===== src/rtl/text_console_pkg.sv =====
// Shared definitions for the text console: tram word layout, control characters, FSM states.
// A tram word is {bg, fg, zero pad, ucp}: the code point sits in the low UCP_W bits,
// fg directly above the pad, bg in the top CIDXW bits (widths come from the top's params).
package text_console_pkg;

  localparam int UCP_W   = 21;
  localparam int UCP_LSB = 0;

  localparam logic [UCP_W-1:0] CHAR_SPACE = 21'h00020;
  localparam logic [UCP_W-1:0] CHAR_LF    = 21'h0000A;
  localparam logic [UCP_W-1:0] CHAR_CR    = 21'h0000D;

  typedef enum logic [2:0] {
    ST_IDLE     = 3'd0,
    ST_PUT      = 3'd1,
    ST_NEWLINE  = 3'd2,
    ST_CLR_LINE = 3'd3,
    ST_CLR_ALL  = 3'd4
  } state_t;

endpackage


===== src/rtl/text_console_addr_wrap.sv =====
// Combinational tram address adder: y = (a + b) mod TOTAL, assuming a, b < TOTAL.
// Latency: 0 cycles (pure combinational).
// Backpressure: none; single compare-and-subtract, no divider.
module tram_addr_wrap #(
  parameter int ADDRW = 14,
  parameter int TOTAL = 2400
) (
  input  logic [ADDRW-1:0] a,
  input  logic [ADDRW-1:0] b,
  output logic [ADDRW-1:0] y
);

  localparam logic [ADDRW:0] TOTAL_W = (ADDRW+1)'(TOTAL);

  logic [ADDRW:0] sum;
  logic [ADDRW:0] sum_sub;

  // Operands are both below TOTAL, so one conditional subtract brings the sum back in range
  always_comb begin
    sum     = {1'b0, a} + {1'b0, b};
    sum_sub = sum - TOTAL_W;
    if (sum >= TOTAL_W) y = sum_sub[ADDRW-1:0];
    else                y = sum[ADDRW-1:0];
  end

endmodule


===== src/rtl/text_console.sv =====
// Character stream to tram writer with cursor, CR/LF, wrap, hardware scroll and clears.
// Latency: a printable code point is written one cycle after its handshake.
// Backpressure: ch_ready is high only in IDLE with no clear pending; clears stall the stream.
module text_console
  import text_console_pkg::*;
#(
  parameter int WORD      = 32,
  parameter int ADDRW     = 14,
  parameter int CIDXW     = 4,
  parameter int TRAM_HRES = 80,
  parameter int TRAM_VRES = 30
) (
  input  logic             clk,
  input  logic             rst_n,
  input  logic             ch_valid,
  output logic             ch_ready,
  input  logic [20:0]      ch_ucp,
  input  logic [CIDXW-1:0] colr_fg,
  input  logic [CIDXW-1:0] colr_bg,
  input  logic             clear,
  output logic             tram_we,
  output logic [ADDRW-1:0] tram_waddr,
  output logic [WORD-1:0]  tram_wdata,
  output logic [ADDRW-1:0] scroll_offs,
  output logic [ADDRW-1:0] cur_x,
  output logic [ADDRW-1:0] cur_y
);

  localparam int TOTAL = TRAM_HRES * TRAM_VRES;
  localparam int PAD_W = WORD - 2*CIDXW - UCP_W;

  localparam logic [ADDRW-1:0] HRES_A      = ADDRW'(TRAM_HRES);
  localparam logic [ADDRW-1:0] HRES_LAST   = ADDRW'(TRAM_HRES - 1);
  localparam logic [ADDRW-1:0] VRES_LAST   = ADDRW'(TRAM_VRES - 1);
  localparam logic [ADDRW-1:0] TOTAL_A     = ADDRW'(TOTAL);

  state_t           state;
  logic             clear_pend;
  logic [CIDXW-1:0] bg_q;        // bg of the last handshake, used for blanking
  logic [ADDRW-1:0] line_base;   // tram address of the cursor line
  logic [ADDRW-1:0] cnt;         // write counter for line / screen clears

  logic [ADDRW-1:0] cell_b;
  logic [ADDRW-1:0] cell_addr;
  logic [ADDRW-1:0] line_next;
  logic [ADDRW-1:0] scroll_next;
  logic             hs;
  logic             pend_next;

  function automatic logic [WORD-1:0] pack_word(input logic [CIDXW-1:0] bg,
                                                input logic [CIDXW-1:0] fg,
                                                input logic [UCP_W-1:0] ucp);
    pack_word = {bg, fg, {PAD_W{1'b0}}, ucp};
  endfunction

  // The line clear walks the same line_base + offset adder the cursor uses
  assign cell_b    = (state == ST_CLR_LINE) ? cnt : cur_x;
  assign hs        = ch_valid && ch_ready;
  assign pend_next = clear_pend | clear;

  tram_addr_wrap #(.ADDRW(ADDRW), .TOTAL(TOTAL)) u_cell (
    .a(line_base), .b(cell_b), .y(cell_addr)
  );

  tram_addr_wrap #(.ADDRW(ADDRW), .TOTAL(TOTAL)) u_line (
    .a(line_base), .b(HRES_A), .y(line_next)
  );

  tram_addr_wrap #(.ADDRW(ADDRW), .TOTAL(TOTAL)) u_scroll (
    .a(scroll_offs), .b(HRES_A), .y(scroll_next)
  );

  // Console FSM: handshake, cursor/scroll bookkeeping and all registered outputs
  always_ff @(posedge clk or negedge rst_n) begin
    if (!rst_n) begin
      state       <= ST_IDLE;
      clear_pend  <= 1'b0;
      bg_q        <= '0;
      line_base   <= '0;
      cnt         <= '0;
      ch_ready    <= 1'b0;
      tram_we     <= 1'b0;
      tram_waddr  <= '0;
      tram_wdata  <= '0;
      scroll_offs <= '0;
      cur_x       <= '0;
      cur_y       <= '0;
    end else begin
      tram_we <= 1'b0;
      case (state)
        ST_IDLE: begin
          if (clear_pend) begin
            // Full clear resets the view; the first write is issued on entry
            state       <= ST_CLR_ALL;
            clear_pend  <= 1'b0;
            ch_ready    <= 1'b0;
            scroll_offs <= '0;
            cur_x       <= '0;
            cur_y       <= '0;
            line_base   <= '0;
            tram_we     <= 1'b1;
            tram_waddr  <= '0;
            tram_wdata  <= pack_word(bg_q, bg_q, CHAR_SPACE);
            cnt         <= ADDRW'(1);
          end else begin
            clear_pend <= clear;
            ch_ready   <= !clear;
            if (hs) begin
              bg_q <= colr_bg;
              if (ch_ucp == CHAR_CR) begin
                cur_x <= '0;
              end else if (ch_ucp == CHAR_LF) begin
                cur_x    <= '0;
                state    <= ST_NEWLINE;
                ch_ready <= 1'b0;
              end else begin
                tram_we    <= 1'b1;
                tram_waddr <= cell_addr;
                tram_wdata <= pack_word(colr_bg, colr_fg, ch_ucp);
                state      <= ST_PUT;
                ch_ready   <= 1'b0;
              end
            end
          end
        end

        ST_PUT: begin
          clear_pend <= pend_next;
          if (cur_x < HRES_LAST) begin
            cur_x    <= cur_x + 1'b1;
            state    <= ST_IDLE;
            ch_ready <= !pend_next;
          end else begin
            cur_x <= '0;
            state <= ST_NEWLINE;
          end
        end

        ST_NEWLINE: begin
          clear_pend <= pend_next;
          if (cur_y < VRES_LAST) begin
            cur_y     <= cur_y + 1'b1;
            line_base <= line_next;
            state     <= ST_IDLE;
            ch_ready  <= !pend_next;
          end else begin
            // Scroll: the old top line becomes the new bottom line and gets blanked
            scroll_offs <= scroll_next;
            line_base   <= scroll_offs;
            state       <= ST_CLR_LINE;
            tram_we     <= 1'b1;
            tram_waddr  <= scroll_offs;
            tram_wdata  <= pack_word(bg_q, bg_q, CHAR_SPACE);
            cnt         <= ADDRW'(1);
          end
        end

        ST_CLR_LINE: begin
          clear_pend <= pend_next;
          if (cnt < HRES_A) begin
            tram_we    <= 1'b1;
            tram_waddr <= cell_addr;
            cnt        <= cnt + 1'b1;
          end else begin
            state    <= ST_IDLE;
            ch_ready <= !pend_next;
          end
        end

        ST_CLR_ALL: begin
          // Clear requests arriving here are already covered by this pass
          if (cnt < TOTAL_A) begin
            tram_we    <= 1'b1;
            tram_waddr <= cnt;
            cnt        <= cnt + 1'b1;
          end else begin
            state    <= ST_IDLE;
            ch_ready <= 1'b1;
          end
        end

        default: begin
          state    <= ST_IDLE;
          ch_ready <= 1'b0;
        end
      endcase
    end
  end

endmodule


===== config.mk =====
export PLATFORM = sky130hd
export DESIGN_NAME = text_console
export DESIGN_NICKNAME = d
export VERILOG_FILES = /design/src/rtl/text_console_pkg.sv /design/src/rtl/text_console_addr_wrap.sv /design/src/rtl/text_console.sv
export SDC_FILE = /design/constraint.sdc
export NUM_CORES = 1
export LEC_CHECK = 0
export ABC_AREA = 1
export BUFFER_PORTS_ARGS = -buffer_cell sky130_fd_sc_hd__buf_2
export CORE_UTILIZATION = 35
export CTS_CLUSTER_DIAMETER = 40
export CTS_CLUSTER_SIZE = 30
export DETAILED_ROUTE_END_ITERATION = 7
export PLACE_DENSITY = 0.56
export SLEW_MARGIN = 20
export SYNTH_ARGS = -nofsm -noshare
export SYNTH_HDL_FRONTEND = slang
export SYNTH_HIERARCHICAL = 1
export SYNTH_SLANG_ARGS = --single-unit

===== constraint.sdc =====
create_clock -name clk -period 5 [get_ports clk]
set_input_delay 0.5 -clock clk [delete_from_list [all_inputs] [get_ports clk]]
set_output_delay 0.5 -clock clk [all_outputs]
set_load 0.1 [all_outputs]

==> impl_metrics.ini, run 1 <==
[clocking]
cts_num_sinks = 123
tritoncts = done
post_cts.repair.setup_buffers = 0
cts_resized = 0
h-tree-depth = 4
clk_buf_depth = 2
post_cts_hold_buffer_count = 0
insertion_delay_ns = 0.43
cts.root.buffer_cell = clkbuf_16
cts.reportedPaths.clkPinSlew_ns = 0.07
cts_made_buffers = 17

[global_route]
gr-max-usage-layer = met2
total_global_routing_overflow = 0
gr-usage-all-layers_pct = 20.8
use_met2_pct = 34.2
met1_usage_pct = 27.7
initial_antenna_violation_count = 0
number_of_global_route_vias_before_repair = 9408
global_route.usage.met3_pct = 3.48
grt_first_pass_wirelength_um = 48000
grt_start_max_net_pins = 53

[place]
io_buffer_count = 119
place_area_um2 = 11200
detailed_placement_wirelength_estimate_um = 23600
routabilityCongestion = 0.903
placement.setup.worst_slack_ns = 1.38
dp.cells = 2053

[worst_setup_path]
timing.critical_path.slowest_stage_cell = fa_1
critPathKind = reg2reg
critPathLaunch = state[2]
cp.buffers_inverters = 3
critical_path_fanouts_max = 30
timing.critical_path.depth = 26
slowest_delay_ns = 0.47
critPathRequiredTime_ns = 5.32
critPathLaunchType = flop
worst_r2r_startpoint = state[2]
cp_data_arrival_time_ns = 3.98
cp_common_cell = nand2_1
worst_r2r_path_depth = 26
worst_setup_path_end_kind = flop
critPathTopFamily = simple AND/OR/NAND/NOR gates

[floorplanning]
die_width_um = 172
die_area_um2 = 29700
std_cell_rows = 62
core-area_um2 = 28600
die_h_um = 172
initial_core_utilization_pct = 35.5
floorplan.io_pins = 123

[power_and_ir_drop]
power_leakage_nw = 6.32
power.density_cell_area_nw_per_um2 = 218
power.ir.vdd_worst_uv = 190

[yosys]
netlist-cell-type-count = 42
synthesis.instances = 1553
synthFlopType = dfrtp_1
synth_area_per_cell_um2 = 6.55
synth_sequential_area_ratio_pct = 30.3
synth_enable_flop_cells = 0
ys_ff_latch = 123
syn-cell-area_um2 = 10200
yosysWarnings = 6
synth_async_reset_ratio_pct = 100

[finish]
register_area_um2 = 3080
final_nets = 1773
area.growth.synth_to_final_pct = 15.8
final_core_util_pct = 41.2
number_of_fill_cells = 3117
drive_gt1_share_pct = 17.0
non_filler_cell_area_final_um2 = 11800
insertedDiodeCount = 0
multiInputGateArea_um2 = 6270
layoutNonFillerInstCount = 2085

[routing]
routedWlPerCell_um = 14.4
finalWirelength_um = 30000
ant_nets = 0
drc_errors = 0
drtIter0Drc = 630
firstDrtPassIters = 5
post_drt_via_cell_ratio = 4.85
routed-via-count = 10112

[outcome]
run_status = complete, no violations

[sta]
relSlewSlack_pct = 50.1
max_slew_violation_count = 0
finalWorstPathRequiredPeriod_ns = 3.66
grt_setup_unrepaired = false
final_min_period_over_clock_period_pct = 73.2
worst_slew_pin_slew_ns = 0.749
finalHoldViolations = 0
fin_skew_ns = 0.0192
setup_violators_final = 0
tns_ns = 0
fin_ws_ns = 1.34
timing.fmax_mhz = 273

[run]
max-cap-violations = 0

[worst_hold_path]
min_path_type = in2async
## synth_stat cells (7+ instances only)
master	instances	area, um2
nand2_4	7	78.8
nand4_1	9	56.3
nor2_2	9	56.3
ha_1	49	613
buf_4	7	52.6
clkbuf_1	12	45.0
dfrtp_1	123	3080
nand2_1	537	2020
o21ai_0	51	255
a21oi_1	42	210
nor3_1	12	60.1
nor2_1	107	402
nand3_1	198	991
inv_1	165	619
inv_2	30	113
nand3_2	21	210
xor2_1	13	114
buf_2	17	85.1
o211ai_1	14	105
nor2_4	8	90.1
nand2_2	39	244
o21ai_1	18	90.1
a21oi_2	10	87.6
## path summary, 6_finish.rpt
path,slack (ns),end
max,1.34,tram_waddr[6]
min,0.13,cur_y[11]
max reg2reg,1.34,tram_waddr[6]
min reg2reg,0.49,bg_q[0]
max in group asynchronous,3.85,tram_wdata[8]
min in group clk,0.30,tram_wdata[17]
## registers in the layout (all words and copies together), names as in the netlist
name / count
tram_waddr: 14
ch_ready: 1
line_base: 14
scroll_offs: 14
clear_pend: 1
cur_x: 14
cur_y: 14
state: 3
tram_wdata: 29
tram_we: 1
bg_q: 4
cnt: 14
## per-stage QoR
stage          hold slack (ns)  total power, mW
2_1_floorplan            0.204             1.26
3_3_place_gp             0.470             1.34
3_5_place_dp             0.476             1.34
4_1_cts                  0.163             2.59
5_1_grt                  0.188             2.68
6_report                 0.127             2.57
## where the power goes
group / switching [mW] / internal, mW
registers: 0.00101 / 0.998
logic: 0.225 / 0.101
clock network: 0.496 / 0.745
total: 0.722 / 1.84
## placed cells by master, fill, tap and decap left out, types with 4 or more instances in the layout
master     synthesis  final
a21oi_2           10     10
nor2_4             8      8
nand3_2           21     21
inv_1            165    165
a31oi_1            4      4
o22ai_1            6      6
nand4_1            9      9
buf_2             17    118
o21bai_1           6      6
nand2_2           39     39
o21ai_1           18     18
nand3_1          198    198
ha_1              49     49
o21ai_0           51     51
buf_4              7      5
clkbuf_16          0     17
nor3_1            12     12
nand2_1          537    537
xor2_1            13     13
xnor2_1            6      6
a21oi_1           42     42
conb_1             2     33
dfrtp_1          123    123
nor2_2             9      9
nand2_4            7      7
nor2_1           107    107
o211ai_1          14     14
inv_6              0      5
o31ai_1            4      4
inv_2             30     30
## routing by layer
| metal | wire [um] | part of all wire (%) |
|---|---|---|
| met1 | 14300 | 48 |
| met3 | 1300 | 4.3 |
| met2 | 13700 | 46 |
| met4 | 743 | 2.5 |
| met5 | 0 | 0 |
## kinds of logic after synthesis
logic type               Yosys count  synth area share [%]
XOR/XNOR                          20                  1.80
buffers and inverters            233                  9.21
flip-flops                       123                  30.3
AO/OA/AOI/OAI                    158                  8.93
adder cells (fa/ha/maj)           52                  6.62
other                              2                0.0738
AND/OR/NAND/NOR                  965                  43.1
## area by class of cell
class	count	area share [%]
inverters	195	6.21
repair buffers	123	5.33
flip-flops and latches	123	26.1
well taps	384	4.08
clock inverters	14	1.37
clock buffers	18	3.64
multi-input cells	1228	53.2
Note: power is estimated with default switching activity, not from simulation.
==> inputs of run 2 (changes only) <==
==> constraint.sdc (replaced) <==
create_clock -name clk -period 3.75 [get_ports clk]
set_input_delay 0.375 -clock clk [delete_from_list [all_inputs] [get_ports clk]]
set_output_delay 0.375 -clock clk [all_outputs]
set_load 0.1 [all_outputs]
==> run 2 against run 1 <==
The flow now finishes with violations (negative hold slack). Largest cell class unchanged. Clock power rose by 35%. Core utilization rose by 0.38 points. Die area did not move. Critical path type unchanged.
==> impl_metrics.ini, run 2 (same netlist as run 1, synthesis figures left out) <==
[clocking]
h-tree-depth = 4
cts.reportedPaths.clkPinSlew_ns = 0.07
post_cts_hold_buffer_count = 0
insertion_delay_ns = 0.43
cts_num_sinks = 123
cts_made_buffers = 17
clk_buf_depth = 2
cts.root.buffer_cell = clkbuf_16
tritoncts = done

[sta]
finalWorstPathRequiredPeriod_ns = 3.48
fin_skew_ns = 0.0224
tns_ns = 0
final_min_period_over_clock_period_pct = 92.8
grt_setup_unrepaired = false
timing.fmax_mhz = 287
worst_slew_pin_slew_ns = 0.723
relSlewSlack_pct = 51.8
hold_slack_ns = -0.00197
max_slew_violation_count = 0
finalHoldViolations = 1
setup_violators_final = 0

[place]
routabilityCongestion = 0.923
dp.cells = 2057
detailed_placement_wirelength_estimate_um = 23600
io_buffer_count = 119

[run]
max-cap-violations = 0

[worst_setup_path]
crit_chain = inv_2 > nand3_4 > buf_8 > o21ai_0 > ha_1 > nand2_1 > inv_1 > a21oi_1 > nand2_1 > nand2_1 > nand2_2 > nor2_1 > nand3_1 > nor2_4 > nor2_8 > nand2_1 > nand2_1 > nand2_1 > o21ai_0 > a21oi_1 > nand2_1 > nand2_1 > nand2_1
critical_path_fanouts_max = 24
critPathKind = reg2reg
worst_setup_path_end_kind = flop
timing.critical_path.slowest_stage_cell = dfrtp_1
critPathRequiredTime_ns = 4.07
critPathLaunchType = flop
cp_data_arrival_time_ns = 3.80
cp_common_cell = nand2_1
slowest_delay_ns = 0.42

[worst_hold_path]
min_path_type = in2async

[finish]
largest_register_ff_count = 29
layoutNonFillerInstCount = 2093
layout.cells.most_common = nand2_1
final_nets = 1780
drive_gt1_share_pct = 17.7
layout_common_cells = nand2_1 (536), nand3_1 (197), inv_1 (165)
area.growth.synth_to_final_pct = 16.9
largest_register = tram_wdata

[global_route]
number_of_global_route_vias_before_repair = 9266
gr-usage-all-layers_pct = 20.6
grt_first_pass_wirelength_um = 47400
initial_antenna_violation_count = 0
grt_start_max_net_pins = 52
total_global_routing_overflow = 0

[routing]
firstDrtPassIters = 5
post_drt_via_cell_ratio = 4.84
routed-via-count = 10137
drc_errors = 0
ant_nets = 0
drtIter0Drc = 659
routedWlPerCell_um = 14.3
finalWirelength_um = 30000

[floorplanning]
std_cell_rows = 62
die_area_um2 = 29700
floorplan.io_pins = 123
die_width_um = 172
core-area_um2 = 28600
initial_core_utilization_pct = 35.5
die_h_um = 172

[power_and_ir_drop]
power_leakage_nw = 6.37
power.density_cell_area_nw_per_um2 = 290
report.power.total_mw = 3.45
power.ir.vdd_worst_uv = 230

[outcome]
run_status = finished with violations
violated_checks = negative hold slack
[run 2: cell types whose count changed in the layout (fill, tap and decap cells not counted), sizes merged]
cell | before | now
diode | 0 | 1
buf | 123 | 130
clkinv | 4 | 5
clkinvlp | 2 | 1
[run 2: routing by layer]
metal	vias to the layer above	GRT usage (%)	wire length, um	share of wire (%)
met4	0	5.19	544	1.8
met5	-	0	0	0
met3	25	4.58	1530	5.1
met2	213	34.3	14000	47
met1	4662	26.7	13900	46
li1	5237	-	-	-
[run 2: final timing paths]
| path | startpoint | to | slack, ns | cells past startpoint |
|---|---|---|---|---|
| min in group clk | ch_ucp[8] | tram_wdata[8] | 0.18 | 3 |
| setup reg to reg | state[2] | tram_waddr[9] | 0.27 | 23 |
| max in group asynchronous | rst_n | tram_wdata[1] | 2.93 | 2 |
| hold reg to reg | bg_q[1] | bg_q[1] | 0.49 | 2 |
| setup / recovery | state[2] | tram_waddr[9] | 0.27 | 23 |
| hold / removal | rst_n | cur_y[11] | -0.002 | 1 |
[run 2: through the flow]
step	setup slack, ns	area (um2)	utilization [%]
finish	0.271	11900	41.5
global placement	0.144	11200	39.2
detailed placement	0.0896	11200	39.2
CTS	0.0776	11800	41.3
floorplan	0.228	10300	-
global route	0.00209	11900	41.5
[run 2: repair_timing]
item                       4_1_cts  5_1_grt
setup buffers                    0        3
setup endpoints to repair        0        9
resized for setup                0       10
[run 2: worst max-delay path, delay by kind of cell (launching register included)]
kind,cells,cell delay [ns]
AOI/OAI and AO/OA,4,0.69
adders and majority gates,1,0.37
buffers and inverters,3,0.35
DFF,1,0.42
and+or+nand+nor,15,1.55
[run 2: area by class of cell]
| cell class | instances | area [um2] |
|---|---|---|
| fillers | 3047 | 16700 |
| diodes | 1 | 2.50 |
| flip-flops and latches | 123 | 3080 |
| repair buffers | 130 | 701 |
| inverters | 195 | 732 |
| well taps | 384 | 480 |
| multi-input cells | 1228 | 6300 |
| clock buffers | 18 | 439 |
| clock inverters | 14 | 159 |
[run 2: power by group]
| group | internal, mW | switching, mW |
|---|---|---|
| Sequential | 1.33 | 0.00131 |
| Clock | 1.01 | 0.670 |
| Combinational | 0.136 | 0.301 |
==> inputs of run 3 (changes only) <==
--- a/config.mk
+++ b/config.mk
@@ -11,7 +11,7 @@
 export CTS_CLUSTER_DIAMETER = 40
 export CTS_CLUSTER_SIZE = 30
 export DETAILED_ROUTE_END_ITERATION = 7
-export PLACE_DENSITY = 0.56
+export PLACE_DENSITY = 0.61
 export SLEW_MARGIN = 20
 export SYNTH_ARGS = -nofsm -noshare
 export SYNTH_HDL_FRONTEND = slang
==> run 3 against run 2 <==
Critical path depth up 2. Sequential share of layout area up 0.10 points. The run now ends clean. Clock power down 6%. Die area unchanged. Routed wire length down 0.88%. Non-clock buffer count up 1. Highest routed layer is now met5. First-iteration DRC count up 0.15%. Critical endpoint is now tram_waddr[5]. Critical path type unchanged.
==> impl_metrics.ini, run 3 (same netlist as run 1, synthesis figures left out) <==
[routing]
routed-via-count = 10236
ant_nets = 0
firstDrtPassIters = 5
post_drt_via_cell_ratio = 4.89
finalWirelength_um = 29700
drc_errors = 0
routedWlPerCell_um = 14.2
drtIter0Drc = 660

[sta]
finalHoldViolations = 0
setup_violators_final = 0
relSlewSlack_pct = 46.5
worst_slew_pin_slew_ns = 0.803
fin_ws_ns = 0.358
timing.fmax_mhz = 295
finalWorstPathRequiredPeriod_ns = 3.39
max_slew_violation_count = 0
fin_skew_ns = 0.0216
final_min_period_over_clock_period_pct = 90.5

[floorplanning]
core-area_um2 = 28600
floorplan.io_pins = 123
die_width_um = 172
die_area_um2 = 29700
die_h_um = 172
initial_core_utilization_pct = 35.5
std_cell_rows = 62

[worst_setup_path]
worst_setup_path_end_kind = flop
critical_path_fanouts_max = 27
critPathRequiredTime_ns = 4.06
critPathLaunchType = flop
setup.reg_to_reg.worst_slack_ns = 0.36
cp_data_arrival_time_ns = 3.71
critPathKind = reg2reg

[place]
placement.setup.worst_slack_ns = 0.224
routabilityCongestion = 0.933
dp.cells = 2059
io_buffer_count = 119
detailed_placement_wirelength_estimate_um = 23400

[outcome]
run_status = complete, no violations

[power_and_ir_drop]
power_leakage_nw = 6.35
power.ir.vdd_worst_uv = 235
power.density_cell_area_nw_per_um2 = 282

[finish]
layout_common_cells = nand2_1 (536), nand3_1 (197), inv_1 (165)
register_area_um2 = 3080
largest_register_ff_count = 29
layout.cells.most_common = nand2_1
insertedDiodeCount = 0
final_core_util_pct = 41.4
largest_register = tram_wdata
multiInputGateArea_um2 = 6290
drive_gt1_share_pct = 17.8
final_nets = 1781
layoutNonFillerInstCount = 2093
number_of_fill_cells = 3068
area.growth.synth_to_final_pct = 16.4

[global_route]
grt_start_max_net_pins = 62
initial_antenna_violation_count = 1
number_of_global_route_vias_before_repair = 9285
grt_first_pass_wirelength_um = 47500
total_global_routing_overflow = 0
gr-usage-all-layers_pct = 20.4

[clocking]
tritoncts = done
cts_num_sinks = 123
clk_buf_depth = 2
cts.root.buffer_cell = clkbuf_16
post_cts_hold_buffer_count = 0
cts.reportedPaths.clkPinSlew_ns = 0.07
h-tree-depth = 4
cts_made_buffers = 17
insertion_delay_ns = 0.43

[run]
max-cap-violations = 0

[worst_hold_path]
min_path_type = in2async
## run 3: cell types whose count changed in the layout (fill, tap and decap cells not counted), sizes merged
cell,previous run,this run
inv,201,203
clkinvlp,1,2
clkinv,5,4
diode,1,0
buf,130,131
bufinv,2,0
## run 3: worst max-delay path, cell delays in order (launching register included)
cell	delay (ns)
dfrtp_1	0.40
inv_2	0.10
nand3_2	0.11
buf_8	0.19
nand2_1	0.06
o21ai_0	0.16
fa_2	0.44
nand3_1	0.14
nand2_2	0.09
nand2_1	0.08
nand3_1	0.08
nand2_2	0.11
ha_1	0.17
inv_1	0.06
nand2_1	0.07
nand2_1	0.09
nor2_4	0.24
nor2_8	0.09
nand2_1	0.06
nand2_1	0.07
nand2_1	0.06
o21ai_0	0.07
a21oi_1	0.15
nand2_1	0.07
nand2_1	0.07
nand2_1	0.06
## run 3: routing by layer
metal  part of all wire (%)  wire length (um)  global-route usage (%)  vias to the layer above
li1                       -                 -                       -                     5232
met1                     46             13700                    26.9                     4726
met2                     47             14000                    33.8                      240
met3                    4.8              1440                    3.64                       36
met4                    2.1               628                    6.35                        2
met5                  0.044                13                       0                        -
## run 3: report_power, final
part	switching, mW	internal (mW)
clock	0.691	0.887
combinational	0.298	0.135
sequential	0.00154	1.33
total	0.990	2.35
## run 3: final cells by class
class	instances	share of cell area, %
repair buffers	131	5.87
clock inverters	14	1.06
inverters	195	6.18
multi-input cells	1228	53.1
well taps	384	4.06
flip-flops and latches	123	26.0
clock buffers	18	3.71
## run 3: repair_timing
item / in CTS / in global routing
gates resized for setup: 0 / 10
endpoints found under the setup margin: 0 / 7
buffers inserted: 0 / 2
## run 3: path summary, 6_finish.rpt
kind | cells past startpoint | to | from
max | 25 | tram_waddr[5] | state[2]
min | 1 | tram_waddr[13] | rst_n
max reg2reg | 25 | tram_waddr[5] | state[2]
min reg2reg | 2 | bg_q[3] | bg_q[3]
max in group asynchronous | 2 | tram_wdata[5] | rst_n
min in group clk | 3 | tram_wdata[10] | ch_ucp[10]
## run 3: stage by stage
stage / setup TNS, ns / hold WS [ns] / instance area, um2 / total power, mW
final: 0 / 0.0136 / 11800 / 3.34
after global routing: -0.00875 / 0.0748 / 11800 / 3.49
after CTS: 0 / 0.0395 / 11800 / 3.37
after detailed placement: 0 / 0.476 / 11200 / 1.78
after global placement: 0 / 0.469 / 11200 / 1.77
after floorplan: 0 / 0.0794 / 10300 / 1.68
